## src/rtl/ctrl_unit.sv

```systemverilog
// ctrl_unit: multi-cycle fetch/decode/sequencing stage in front of a 16x32
// register bank.
// It fetches one 32-bit instruction over a req/ack handshake.
// It drives the bank read/write addresses, the write control, the write data
// and the PC.
// It captures operands from the bank and results from the external ALU, and
// computes the next PC.
//
// Instruction format: [31:28] opcode, [27:24] rc, [23:20] ra, [19:16] rb,
// [15:0] imm.
//
// Ports:
//   clk, rst          clock (posedge), asynchronous active-high reset
//   imem_req/addr     registered fetch request, fetch address (= pc)
//   imem_ack/data     fetch completion and instruction word
//   reg_a/reg_b/reg_c bank read addresses and write address
//   reg_ctrl          bank write control (IDLE_CTRL = no write)
//   wb_data, pc       bank write data, program counter
//   op_a/op_b         bank read data
//   alu_op/alu_result ALU operation select and result
//   halted, illegal   HALT state flag, sticky undefined-opcode flag
module ctrl_unit #(
  parameter logic [31:0] RESET_PC  = 32'h0,
  parameter logic [2:0]  IDLE_CTRL = 3'b111
) (
  input  logic        clk,
  input  logic        rst,
  output logic        imem_req,
  output logic [31:0] imem_addr,
  input  logic        imem_ack,
  input  logic [31:0] imem_data,
  output logic [3:0]  reg_a,
  output logic [3:0]  reg_b,
  output logic [3:0]  reg_c,
  output logic [2:0]  reg_ctrl,
  output logic [31:0] wb_data,
  output logic [31:0] pc,
  input  logic [31:0] op_a,
  input  logic [31:0] op_b,
  output logic [2:0]  alu_op,
  input  logic [31:0] alu_result,
  output logic        halted,
  output logic        illegal
);

  typedef enum logic [2:0] {
    S_FETCH  = 3'd0,
    S_DECODE = 3'd1,
    S_EXEC   = 3'd2,
    S_WB     = 3'd3,
    S_HALT   = 3'd4
  } state_t;

  localparam logic [3:0] OP_ADD  = 4'h1;
  localparam logic [3:0] OP_SUB  = 4'h2;
  localparam logic [3:0] OP_AND  = 4'h3;
  localparam logic [3:0] OP_OR   = 4'h4;
  localparam logic [3:0] OP_XOR  = 4'h5;
  localparam logic [3:0] OP_LDL  = 4'h6;
  localparam logic [3:0] OP_LDH  = 4'h7;
  localparam logic [3:0] OP_JMP  = 4'h8;
  localparam logic [3:0] OP_BEQ  = 4'h9;
  localparam logic [3:0] OP_CALL = 4'hA;
  localparam logic [3:0] OP_JR   = 4'hB;
  localparam logic [3:0] OP_BADC = 4'hC;
  localparam logic [3:0] OP_BADD = 4'hD;
  localparam logic [3:0] OP_BADE = 4'hE;
  localparam logic [3:0] OP_HALT = 4'hF;

  state_t      r_state;
  state_t      w_next_state;
  logic [31:0] r_instr;
  logic [31:0] r_op_a;
  logic [31:0] r_op_b;
  logic [31:0] r_pc;
  logic        r_req;
  logic [3:0]  r_reg_a;
  logic [3:0]  r_reg_b;
  logic [3:0]  r_reg_c;
  logic [2:0]  r_ctrl;
  logic [31:0] r_wb;
  logic        r_halted;
  logic        r_illegal;

  logic [3:0]  w_opcode;
  logic [15:0] w_imm;
  logic        w_fetch_done;
  logic [31:0] w_beq_target;

  assign w_opcode     = r_instr[31:28];
  assign w_imm        = r_instr[15:0];
  // Handshake only completes while our own request is up; stray acks are ignored.
  assign w_fetch_done = (r_state == S_FETCH) && r_req && imem_ack;
  // pc already points at the next instruction when the branch resolves.
  assign w_beq_target = r_pc + {{16{w_imm[15]}}, w_imm};

  assign imem_req  = r_req;
  assign imem_addr = r_pc;
  assign reg_a     = r_reg_a;
  assign reg_b     = r_reg_b;
  assign reg_c     = r_reg_c;
  assign reg_ctrl  = r_ctrl;
  assign wb_data   = r_wb;
  assign pc        = r_pc;
  assign alu_op    = r_instr[30:28];
  assign halted    = r_halted;
  assign illegal   = r_illegal;

  // State register.
  always_ff @(posedge clk or posedge rst) begin
    if (rst) begin
      r_state <= S_FETCH;
    end else begin
      r_state <= w_next_state;
    end
  end

  // Next-state decode.
  always_comb begin
    w_next_state = r_state;
    case (r_state)
      S_FETCH: begin
        if (w_fetch_done) begin
          w_next_state = S_DECODE;
        end else begin
          w_next_state = S_FETCH;
        end
      end
      S_DECODE: w_next_state = S_EXEC;
      S_EXEC: begin
        if (w_opcode == OP_HALT) begin
          w_next_state = S_HALT;
        end else begin
          w_next_state = S_WB;
        end
      end
      S_WB:    w_next_state = S_FETCH;
      S_HALT:  w_next_state = S_HALT;
      default: w_next_state = S_FETCH;
    endcase
  end

  // Datapath registers: fetch latch, operand capture, writeback setup, PC.
  always_ff @(posedge clk or posedge rst) begin
    if (rst) begin
      r_instr   <= 32'h0;
      r_op_a    <= 32'h0;
      r_op_b    <= 32'h0;
      r_pc      <= RESET_PC;
      r_req     <= 1'b0;
      r_reg_a   <= 4'h0;
      r_reg_b   <= 4'h0;
      r_reg_c   <= 4'h0;
      r_ctrl    <= IDLE_CTRL;
      r_wb      <= 32'h0;
      r_halted  <= 1'b0;
      r_illegal <= 1'b0;
    end else begin
      case (r_state)
        S_FETCH: begin
          if (!r_req) begin
            r_req <= 1'b1;
          end else if (imem_ack) begin
            r_req   <= 1'b0;
            r_instr <= imem_data;
            r_reg_c <= imem_data[27:24];
            r_reg_a <= imem_data[23:20];
            r_reg_b <= imem_data[19:16];
          end
        end
        S_DECODE: begin
          r_op_a <= op_a;
          r_op_b <= op_b;
          r_pc   <= r_pc + 32'd1;
        end
        S_EXEC: begin
          case (w_opcode)
            OP_ADD, OP_SUB, OP_AND, OP_OR, OP_XOR: begin
              r_wb   <= alu_result;
              r_ctrl <= 3'b000;
            end
            OP_LDL: begin
              r_wb   <= {16'h0, w_imm};
              r_ctrl <= 3'b001;
            end
            // The bank moves data[15:0] into the upper half itself.
            OP_LDH: begin
              r_wb   <= {16'h0, w_imm};
              r_ctrl <= 3'b010;
            end
            // The bank takes the return address from the pc port.
            OP_CALL: r_ctrl <= 3'b011;
            OP_BADC, OP_BADD, OP_BADE: begin
              r_ctrl    <= IDLE_CTRL;
              r_illegal <= 1'b1;
            end
            OP_HALT: begin
              r_ctrl   <= IDLE_CTRL;
              r_halted <= 1'b1;
            end
            default: r_ctrl <= IDLE_CTRL;
          endcase
        end
        S_WB: begin
          r_ctrl <= IDLE_CTRL;
          // Request the next instruction immediately so FETCH costs one cycle.
          r_req  <= 1'b1;
          case (w_opcode)
            OP_JMP, OP_CALL: r_pc <= {16'h0, w_imm};
            OP_BEQ: begin
              if (r_op_a == r_op_b) begin
                r_pc <= w_beq_target;
              end else begin
                r_pc <= r_pc;
              end
            end
            OP_JR:   r_pc <= r_op_a;
            default: r_pc <= r_pc;
          endcase
        end
        S_HALT: begin
          r_req  <= 1'b0;
          r_ctrl <= IDLE_CTRL;
        end
        default: r_ctrl <= IDLE_CTRL;
      endcase
    end
  end

endmodule

```

## config.mk

```make
export PLATFORM = sky130hd
export DESIGN_NAME = ctrl_unit
export DESIGN_NICKNAME = d
export VERILOG_FILES = /design/src/rtl/ctrl_unit.sv
export SDC_FILE = /design/constraint.sdc
export NUM_CORES = 1
export LEC_CHECK = 0
export CELL_PAD_IN_SITES_DETAIL_PLACEMENT = 1
export CELL_PAD_IN_SITES_GLOBAL_PLACEMENT = 2
export CORE_MARGIN = 2
export CORE_UTILIZATION = 32
export CTS_CLUSTER_DIAMETER = 120
export DETAILED_ROUTE_END_ITERATION = 8
export GPL_TIMING_DRIVEN = 0
export PLACE_DENSITY_LB_ADDON = 0.1
export SYNTH_ARGS = -nofsm -noshare
export SYNTH_HDL_FRONTEND = slang
export SYNTH_SLANG_ARGS = --single-unit
export TNS_END_PERCENT = 5
```

## constraint.sdc

```tcl
create_clock -name clk -period 11 [get_ports clk]
set_input_delay 1.65 -clock clk [delete_from_list [all_inputs] [get_ports clk]]
set_output_delay 1.65 -clock clk [all_outputs]
set_load 0.02 [all_outputs]
```

== After elaboration in Yosys (flattened, before gate mapping) ==
Cells that the tools add are included.
Widths: inputs -> output; s select.
Word-level totals
  bits in registers: 181
  output and inout bits: 117
Operators by class
  add/sub/neg operators: 2
  equality and inequality tests: 22
  muxes and demuxes: 12
  reductions and logical operators: 16
Operators with widths (count)
  $pmux 32 s2: 2
  $pmux 32 s3: 1
  $add 32x1->32 const B: 1
  $add 32x32->32: 1
  $eq 32x32->1: 1
  $eq 4x4->1 const B: 8
  $mux 32: 1
  $pmux 3 s4: 2
  $eq 4x3->1 const B: 4
  $eq 4x2->1 const B: 2
  $eq 3x2->1 const B: 2
  $pmux 3 s2: 1
  $reduce_and 2->1: 3
  $reduce_and 3->1: 2
  $reduce_or 2->1: 3
  $reduce_or 5->1: 1
  $eq 4x1->1 const B: 1
  $ne 4x2->1 const B: 1
  $reduce_bool 2->1: 2
  $eq 3x1->1 const B: 1
  $eq 3x3->1 const B: 1
  $logic_not 3->1: 1
  $mux 1: 3
  $mux 3: 1
  other kinds (5): 6

== Depth between registers and ports, before layout ==
Gate-level depths: netlist (run 1).
  depth in word-level cells: 5
  mapped depth: 11
  depth with buffers taken out: 11

== Least setup slack after synthesis (run 1) ==
OpenSTA, ideal clock, no wires.
  kind: input-to-reg
  from: in imem_ack
  to: reg r_instr[18]
  setup time: 125 ps
  arrival time: 3092 ps
  path slack: 7784 ps
  stages on the path: 4
  buffers on the path: 1
  cells stage by stage: nand2_1 nor4_1 clkbuf_1 mux2_2
Between the ends
  word-level cells in the longest chain between the ends: 1
RTL lines
  from (decl): RTL line 30  | input logic imem_ack,
  $reduce_and 3->1 (no source line)
  to (signal assigned): RTL line 165  | r_instr <= imem_data;
  to (decl): RTL line 72  | logic [31:0] r_instr;
Every way passes these cells.
A chain may end at the register's enable or synchronous reset.

== Worst setup path in the final report (run 1) ==
  from: reg r_instr[15]
  to: reg r_pc[30] (netlist: imem_addr[30])
Between the ends
  word-level cells in the longest chain between the ends: 4
RTL lines
  $add 32x32->32: RTL line 95  | assign w_beq_target = r_pc + {{16{w_imm[15]}}, w_imm};
  $mux 32: RTL line 211  | if (r_op_a == r_op_b) begin
  $pmux 32 s3: RTL line 208  | case (w_opcode)
  $pmux 32 s2: RTL line 159  | case (r_state)
  to (signal assigned): RTL line 209  | OP_JMP, OP_CALL: r_pc <= {16'h0, w_imm};
  to (signal assigned): RTL line 212  | r_pc <= w_beq_target;
  to (signal assigned): RTL line 214  | r_pc <= r_pc;
  to (decl): RTL line 75  | logic [31:0] r_pc;
Every way passes these cells. The select of a mux whose other input is x is not followed.

==> out/summary.md, run 1 <==
Yosys instantiated no cell more often than nand2_1. Share of final-layout standard cells stronger than drive strength 1: 11.0%. The number of core rows was 65; the largest voltage drop on the vdd net was 0.130 mV. For the detailed router's first-iteration violation count, the log shows 538. The launch instance of the worst min-delay path is wb_data[15]. The remaining design rule violation count is 0, and the required time of the worst setup path is 11.34 ns.

The count of buffers added on input and output ports is 247. The run gives 4 as the total iterations of the first detailed-routing run. The number of hold buffers added after CTS was 0. TritonCTS built the clock tree. In this run the remaining antenna-violating nets after routing total 0. For this run, the total global-route usage over all layers was measured as 22.6%. Counting flops and latches in the post-synthesis netlist gives 169. Entering global routing, the biggest net connects 94 pins. The die is 182 µm tall. Derived from the worst setup path, the maximum achievable clock frequency is 286 MHz.

In the synthesized netlist the async set-or-reset flop fraction comes to 100%. The completed layout was analyzed and its total power is 4.88 mW. The flow ran to the end, and the final reports show no timing, DRC or antenna violations. The number of top-level design ports is 248, and the final hold slack is 0.482 ns. The top cell type by area accounts for 40.8% of the synthesized area. In this run, synthesis inferred 0 flip-flops with an integrated enable. The area growth from synthesis to layout works out to 35.5%. The yosys synthesis warning count came out at 0. On the critical path, the stage with the largest delay is an instance of dfrtp_1. At the pin with the least slew margin, the transition time is 1.32 ns. After synthesis, the mean cell area works out to 8.81 µm². The final-report setup violation count is 0, and the clock latency on the worst-skew pair is 0.44 ns.

The startpoint type of the worst setup path was a flop. Dividing the final minimum period by the clock period gives 31.8%. After detailed routing, the average wire length per cell comes to 20.2 µm. In this design, the stage delay of the slowest critical-path cell is 0.71 ns. Counting every net in the synthesized netlist gives 1318. The number of vias after detailed routing is 9435, and the number of antenna violations at the first check in global routing is 0.

The buffer type at the clock tree root was clkbuf_16. The worst setup path is captured at a flop. Maximum net fanout on the critical path: 20. For the number of slew-limit violations in the final report, the log shows 0.

Routability-driven placement finished with a final weighted congestion of 0.875. The class of the tightest hold or removal check was flop to flop. Max-cap violations in this run came to 0. Yosys attributes the largest share of cell area to dfrtp_1 (41%), nand2_1 (11%), ha_1 (3.9%). Measured against its own limit, the worst slew margin works out to 11.0%. The run gives 37.1 mm as the total detailed-routing wirelength. Clock slew at the register clock pins of the worst setup and hold paths: 0.08 ns.

Post-synthesis cell type with the largest combined area: dfrtp_1. The logs give 0 for the number of hold violations in the final report and 0 for the number of antenna repair diodes. In the routed layout, each cell is associated on average with a via count of 5.14. The via count of the first global-routing pass is 9790, and the sequential share of the synthesized area is 41.6%. The clock tree synthesis step divided the H-tree into 4 levels. TritonCTS created 17 clock buffers. The reg-to-reg critical path startpoint is r_instr[15].

The floorplan step defined a core boundary enclosing 0.0314 mm². The run gives 0 as the number of instances resized during post-cts repair. The critical path is of the flop to flop type. Data on the critical path arrives at its endpoint at 3.85 ns. On the critical path the largest part of the delay comes from compound AO/OA/AOI/OAI gates. The logs give 58.0 mm for the first-pass GRT wire length and 0.0332 mm² for the floorplan die area.

The synthesized instance count is 1154, and the setup clock skew after layout is 0.0129 ns. The critical path goes through ha_1, buf_4, nand4_1, or2_1, a2111oi_0, nor3_2, a31oi_1, a221oi_2, mux2i_1, a211oi_1. The final layout net count is 1586.

Dividing total power by cell area gives a power density of 354 mW/mm². The dominant register cell in the synthesized netlist is dfrtp_1. For the number of clock sinks, the log shows 169. The clock period minus worst slack was 3.50 ns; the starting utilization of the core area was 32.4%. Setup total negative slack on the finished layout was measured at 0 ns.

The tools report the startpoint of the worst setup timing path as r_instr[15]. Setup repair after global routing left no endpoint under its margin. Summed over all cells, the static leakage comes to 5.95 nW. Sorting the synthesized cells by how often they occur yields nand2_1 (293), dfrtp_1 (166), a21oi_1 (71), o21ai_0 (71), buf_4 (53). For this run the aggregate overflow at the end of global routing stands at 0. After synthesis the cells add up to 0.0102 mm². After synthesis, the netlist uses 83 different library cells. No sink is reached through more buffers than the 2 on the longest clock path.

The critical path buffer and inverter count was 1; the post-DP HPWL was 28.5 mm. The die is 182 µm wide. The number of setup buffers added after CTS is 0.
==> where the power goes <==
part / internal, mW / switching, mW / leakage, nW
sequential: 0.931 / 0.400 / 2.05
clock: 0.314 / 0.303 / 0.283
combinational: 1.28 / 1.65 / 3.62
total: 2.52 / 2.36 / 5.95
==> flip-flops by register name, indices dropped and copies added (netlist names) <==
name	count
halted	1
illegal	1
imem_addr	32
imem_req	1
r_instr	32
r_op_a	32
r_op_b	32
r_state	3
reg_ctrl	3
wb_data	32
==> routing by layer <==
| metal | track usage [%] | routed length (µm) | vias up |
|---|---|---|---|
| li1 | - | - | 4551 |
| met1 | 32.6 | 18100 | 4555 |
| met2 | 35.6 | 16400 | 285 |
| met3 | 2.95 | 1790 | 44 |
| met4 | 6.52 | 765 | 0 |
| met5 | 0 | 0 | - |
==> cell families after synthesis <==
logic type,after synthesis,synth area share [%]
adder cells (fa/ha/maj),33,4.13
buffers and inverters,125,7.21
XOR/XNOR,59,5.08
AO/OA/AOI/OAI,272,17.3
multiplexers,49,5.22
flip-flops,169,41.6
AND/OR/NAND/NOR,447,19.4
==> stage by stage <==
step                      setup slack, ns  instances  utilization (%)  area, µm²
after global placement               1.88       1803             41.9      13100
after CTS                            7.51       1837             43.9      13800
final                                7.50       1837             43.9      13800
after global routing                 7.18       1837             43.9      13800
after detailed placement             7.19       1805             42.0      13200
after floorplan                      4.78       1154                -      10200
==> area by class of cell <==
type | instances | area, µm²
buffer | 109 | 673
clock buffer | 19 | 453
clock inverter | 13 | 131
fill | 3641 | 17600
inverter | 16 | 67.6
multi-input combinational | 860 | 5210
sequential | 169 | 4230
tap | 402 | 503
timing repair buffer | 249 | 2510
==> path summary, 6_finish.rpt <==
check | end | slack (ns) | depth (start not counted)
max in group asynchronous | imem_addr[7] | 8.44 | 3
min in group asynchronous | r_op_a[0] | 1.66 | 2
setup reg to reg | imem_addr[30] | 7.50 | 10
hold reg to reg | wb_data[15] | 0.48 | 2
setup / recovery | imem_addr[30] | 7.50 | 10
hold / removal | wb_data[15] | 0.48 | 2
==> layout by cell type, fill, tap and decap left out, types with 10 or more instances in the layout <==
| cell type | instances |
|---|---|
| nand4_1 | 22 |
| a21oi_1 | 71 |
| dfrtp_1 | 166 |
| xor2_1 | 15 |
| nand3_1 | 17 |
| nor2_1 | 50 |
| nand2_1 | 293 |
| a211oi_1 | 10 |
| a221oi_1 | 16 |
| a31oi_1 | 21 |
| a21o_1 | 10 |
| o21ai_0 | 71 |
| buf_4 | 54 |
| clkdlybuf4s50_1 | 247 |
| clkbuf_1 | 41 |
| mux2i_1 | 17 |
| ha_1 | 32 |
| xnor2_1 | 44 |
| mux2_2 | 32 |
| nor3_1 | 16 |
| clkbuf_16 | 17 |
| inv_1 | 15 |
==> worst reg2reg max path: stages, from the launching register on <==
cell and delay [ns]:
dfrtp_1 0.71, ha_1 0.46, buf_4 0.15, nand4_1 0.13, or2_1 0.26, a2111oi_0 0.48
nor3_2 0.18, a31oi_1 0.48, a221oi_2 0.15, mux2i_1 0.15, a211oi_1 0.25
No activity file was read; power rests on OpenSTA's default activity.
==> inputs of run 2 (changes only) <==
--- a/config.mk
+++ b/config.mk
@@ -8,7 +8,7 @@
 export CELL_PAD_IN_SITES_DETAIL_PLACEMENT = 1
 export CELL_PAD_IN_SITES_GLOBAL_PLACEMENT = 2
 export CORE_MARGIN = 2
-export CORE_UTILIZATION = 32
+export CORE_UTILIZATION = 27
 export CTS_CLUSTER_DIAMETER = 120
 export DETAILED_ROUTE_END_ITERATION = 8
 export GPL_TIMING_DRIVEN = 0
==> constraint.sdc (replaced) <==
create_clock -name clk -period 3 [get_ports clk]
set_input_delay 0.45 -clock clk [delete_from_list [all_inputs] [get_ports clk]]
set_output_delay 0.45 -clock clk [all_outputs]
set_load 0.02 [all_outputs]
==> out/summary.md, run 2 (same netlist as run 1, synthesis figures left out) <==
The starting utilization of the core area came out at 27.2% (-5.2 points). The quantity of hold-fixing buffers added after cts came out at 0 (unchanged). The final-report setup violation count is 0 (unchanged). For the final critical-path setup slack, the log shows 0.0274 ns (-7.47 ns). For the sequential cell area, the log shows 0.00425 mm² (+0.35%). The remaining design rule violation count came out at 0 (unchanged). Capture point of the worst path: imem_addr[30].

The run gives 3.34 ns (-0.51 ns) as the worst endpoint data arrival time. The end of the worst register-to-register path is imem_addr[30]. The number of slew-limit violations in the final report was 0 (unchanged). The area of the multi-input gates was 0.00534 mm² (+2.4%); the setup clock skew after layout was 0.00870 ns (-0.00423 ns).

The buffer depth of the longest clock path was 2 (unchanged). Leaving out fill and tap cells, the most frequent cells in the layout are nand2_1 (293), clkdlybuf4s50_1 (247), dfrtp_1 (156), a21oi_1 (71), o21ai_0 (67). The share of the clock period used by the worst path works out to 99.1% (+67 points). For the number of antenna violations at the first check in global routing, the log shows 0 (unchanged). The clock slew at the register clock pins of the worst setup and hold paths works out to 0.07 ns (about the same). The logs give 0 (unchanged) for the number of antenna repair diodes and 1594 (+0.50%) for the final layout net count. Grouping stages by cell kind, the critical path spends the most delay in compound AO/OA/AOI/OAI gates. The path class of the tightest hold or removal check is input port to async pin.

The maximum clock frequency was 336 MHz (+18%). The largest voltage drop on the vdd net was 0.496 mV (+280%); the H-tree level count was 4 (unchanged). For the total detailed-routing wirelength, the log shows 39.4 mm (+6.3%).

The number of violations of the max-capacitance limit was 0 (unchanged). Number of vias after detailed routing: 9386 (-0.52%). The vertical die dimension was 198 µm (+8.7%). The total iterations of the first detailed-routing run is 5 (+1).

Number of buffers added on ports: 247 (unchanged). The final weighted congestion in routability-driven placement was 0.861 (-1.6%); the global-route usage over all layers was 20.6% (-2.0 points). Traced cell by cell, the critical path runs through ha_1, buf_4, a21o_1, a31oi_1, o21ai_1, nor3_4, a31oi_4, a221oi_2, mux2i_1, a211oi_1. Transition time at the pin with the least slew margin: 0.885 ns (-0.439 ns).

The first-pass GRT wire length came out at 60.5 mm (+4.2%). The average wire length per cell after detail routing is 20.2 µm (about the same), and the share of final-layout standard cells stronger than drive strength 1 is 13.1% (+2.1 points). Reg-to-reg critical path startpoint: r_instr[15]. The largest individual stage delay along the critical path comes from the cell dfrtp_4.

The tools report the TritonCTS buffer count as 17 (unchanged). The clock period minus worst slack is 2.97 ns (-0.528 ns), and the required time of the worst setup path is 3.36 ns (-7.98 ns). The placeable core region came out at 0.0374 mm² (+19%). The critical path buffer and inverter count was 1 (unchanged). The startpoint of the worst setup timing path is r_instr[15]. Total power: 18.3 mW (+280%). The run gives 0.325 ns (-0.158 ns) as the final hold slack.

Leaving out fill and tap cells, the most frequent cell in the layout is nand2_1. For the via count of the first global-routing pass, the log shows 9849 (+0.60%). The post-DP HPWL was 30.9 mm (+8.5%).

The number of clock sinks came out at 169 (unchanged). The length in cells of the worst reg-to-reg path was 10 (unchanged). The flow ran to the end, and the final reports show no timing, DRC or antenna violations.

The startpoint type of the worst setup path was a flop. The logic depth of the worst path, buffers included came out at 10 (unchanged). The tools report the worst setup slack before clock tree synthesis as -0.545 ns (-7.74 ns). For the floorplan die area, the log shows 0.0392 mm² (+18%). Relative to the synthesized area, the layout overhead comes to 39.2%. The tools report the total negative slack for setup checks as 0 ns (unchanged). The static leakage power was 6.02 nW (+1.1%). Worst slew margin relative to its limit: 41.0% (+30 points). The run gives 0 (unchanged) as the number of nets with antenna violations after routing. The total global routing overflow is 0 (unchanged).

TritonCTS built the clock tree. The number of top-level design ports came out at 248 (unchanged). Clock tree synthesis selected as its root buffer the cell clkbuf_16.

The nature of the critical path endpoint is a flop. The power per cell area is 1290 mW/mm² (+270%), and the via-per-instance ratio is 4.80 (-6.5%). The maximum net fanout on the critical path works out to 20 (unchanged). For the pin count of the biggest net entering global routing, the log shows 37 (-61%). Setup repair after global routing could not meet its margin everywhere. The run gives 4357 (+20%) as the number of fill cells. Clock latency on the worst-skew pair: 0.46 ns (+0.02 ns). The tools report the internal reg-to-reg setup slack as 0.03 ns (-7.47 ns). The run gives 0 (unchanged) as the number of hold violations in the final report. The critical path in this run is classified as flop to flop. The overall die width came out at 198 µm (+8.7%). The tools report the detailed router's first-iteration violation count as 391 (-27%).

The number of core rows is 71 (+9.2%), and the worst stage delay on the critical path is 0.61 ns (-0.10 ns).
## run 2: area by class of cell
class	instances	area share, %
clock inverter	8	0.680
buffer	109	4.79
tap	511	4.51
timing repair buffer	257	18.4
multi-input combinational	860	37.7
clock buffer	24	3.47
inverter	16	0.451
sequential	169	30.0
## run 2: worst min path at each step
stage | from | to | slack (ns) | cells past startpoint
4_1_cts | rst | wb_data[6] | 0.32 | 2
5_1_grt | rst | wb_data[6] | 0.35 | 2
3_5_place_dp | wb_data[24] | wb_data[24] | 0.47 | 2
3_3_place_gp | wb_data[5] | wb_data[5] | 0.46 | 2
6_report | rst | wb_data[6] | 0.32 | 2
2_1_floorplan | r_op_b[10] | r_op_b[10] | 0.47 | 2
## run 2: what timing repair did
action,4_1_cts,5_1_grt
endpoints found under the setup margin,32,35
buffers inserted,0,4
gates cloned,0,0
pin swaps,1,2
resized for setup,16,24
## run 2: through the flow
step,cells,utilization [%],area (µm²)
2_1_floorplan,1154,-,10200
3_3_place_gp,1912,35.5,13300
3_5_place_dp,1918,35.8,13400
4_1_cts,1950,37.6,14000
5_1_grt,1954,37.9,14200
6_report,1954,37.9,14200
## run 2: metal layers
layer	track usage (%)	wire [µm]
met1	28.8	19300
met2	32.7	17600
met3	4.17	1880
met4	5.01	601
met5	0	0
## run 2: power by group
part           leakage, nW  switching, mW  internal (mW)
clock                0.290          0.986           1.31
sequential            2.04           1.49           3.43
combinational         3.69           6.25           4.84
total                 6.02           8.72           9.58
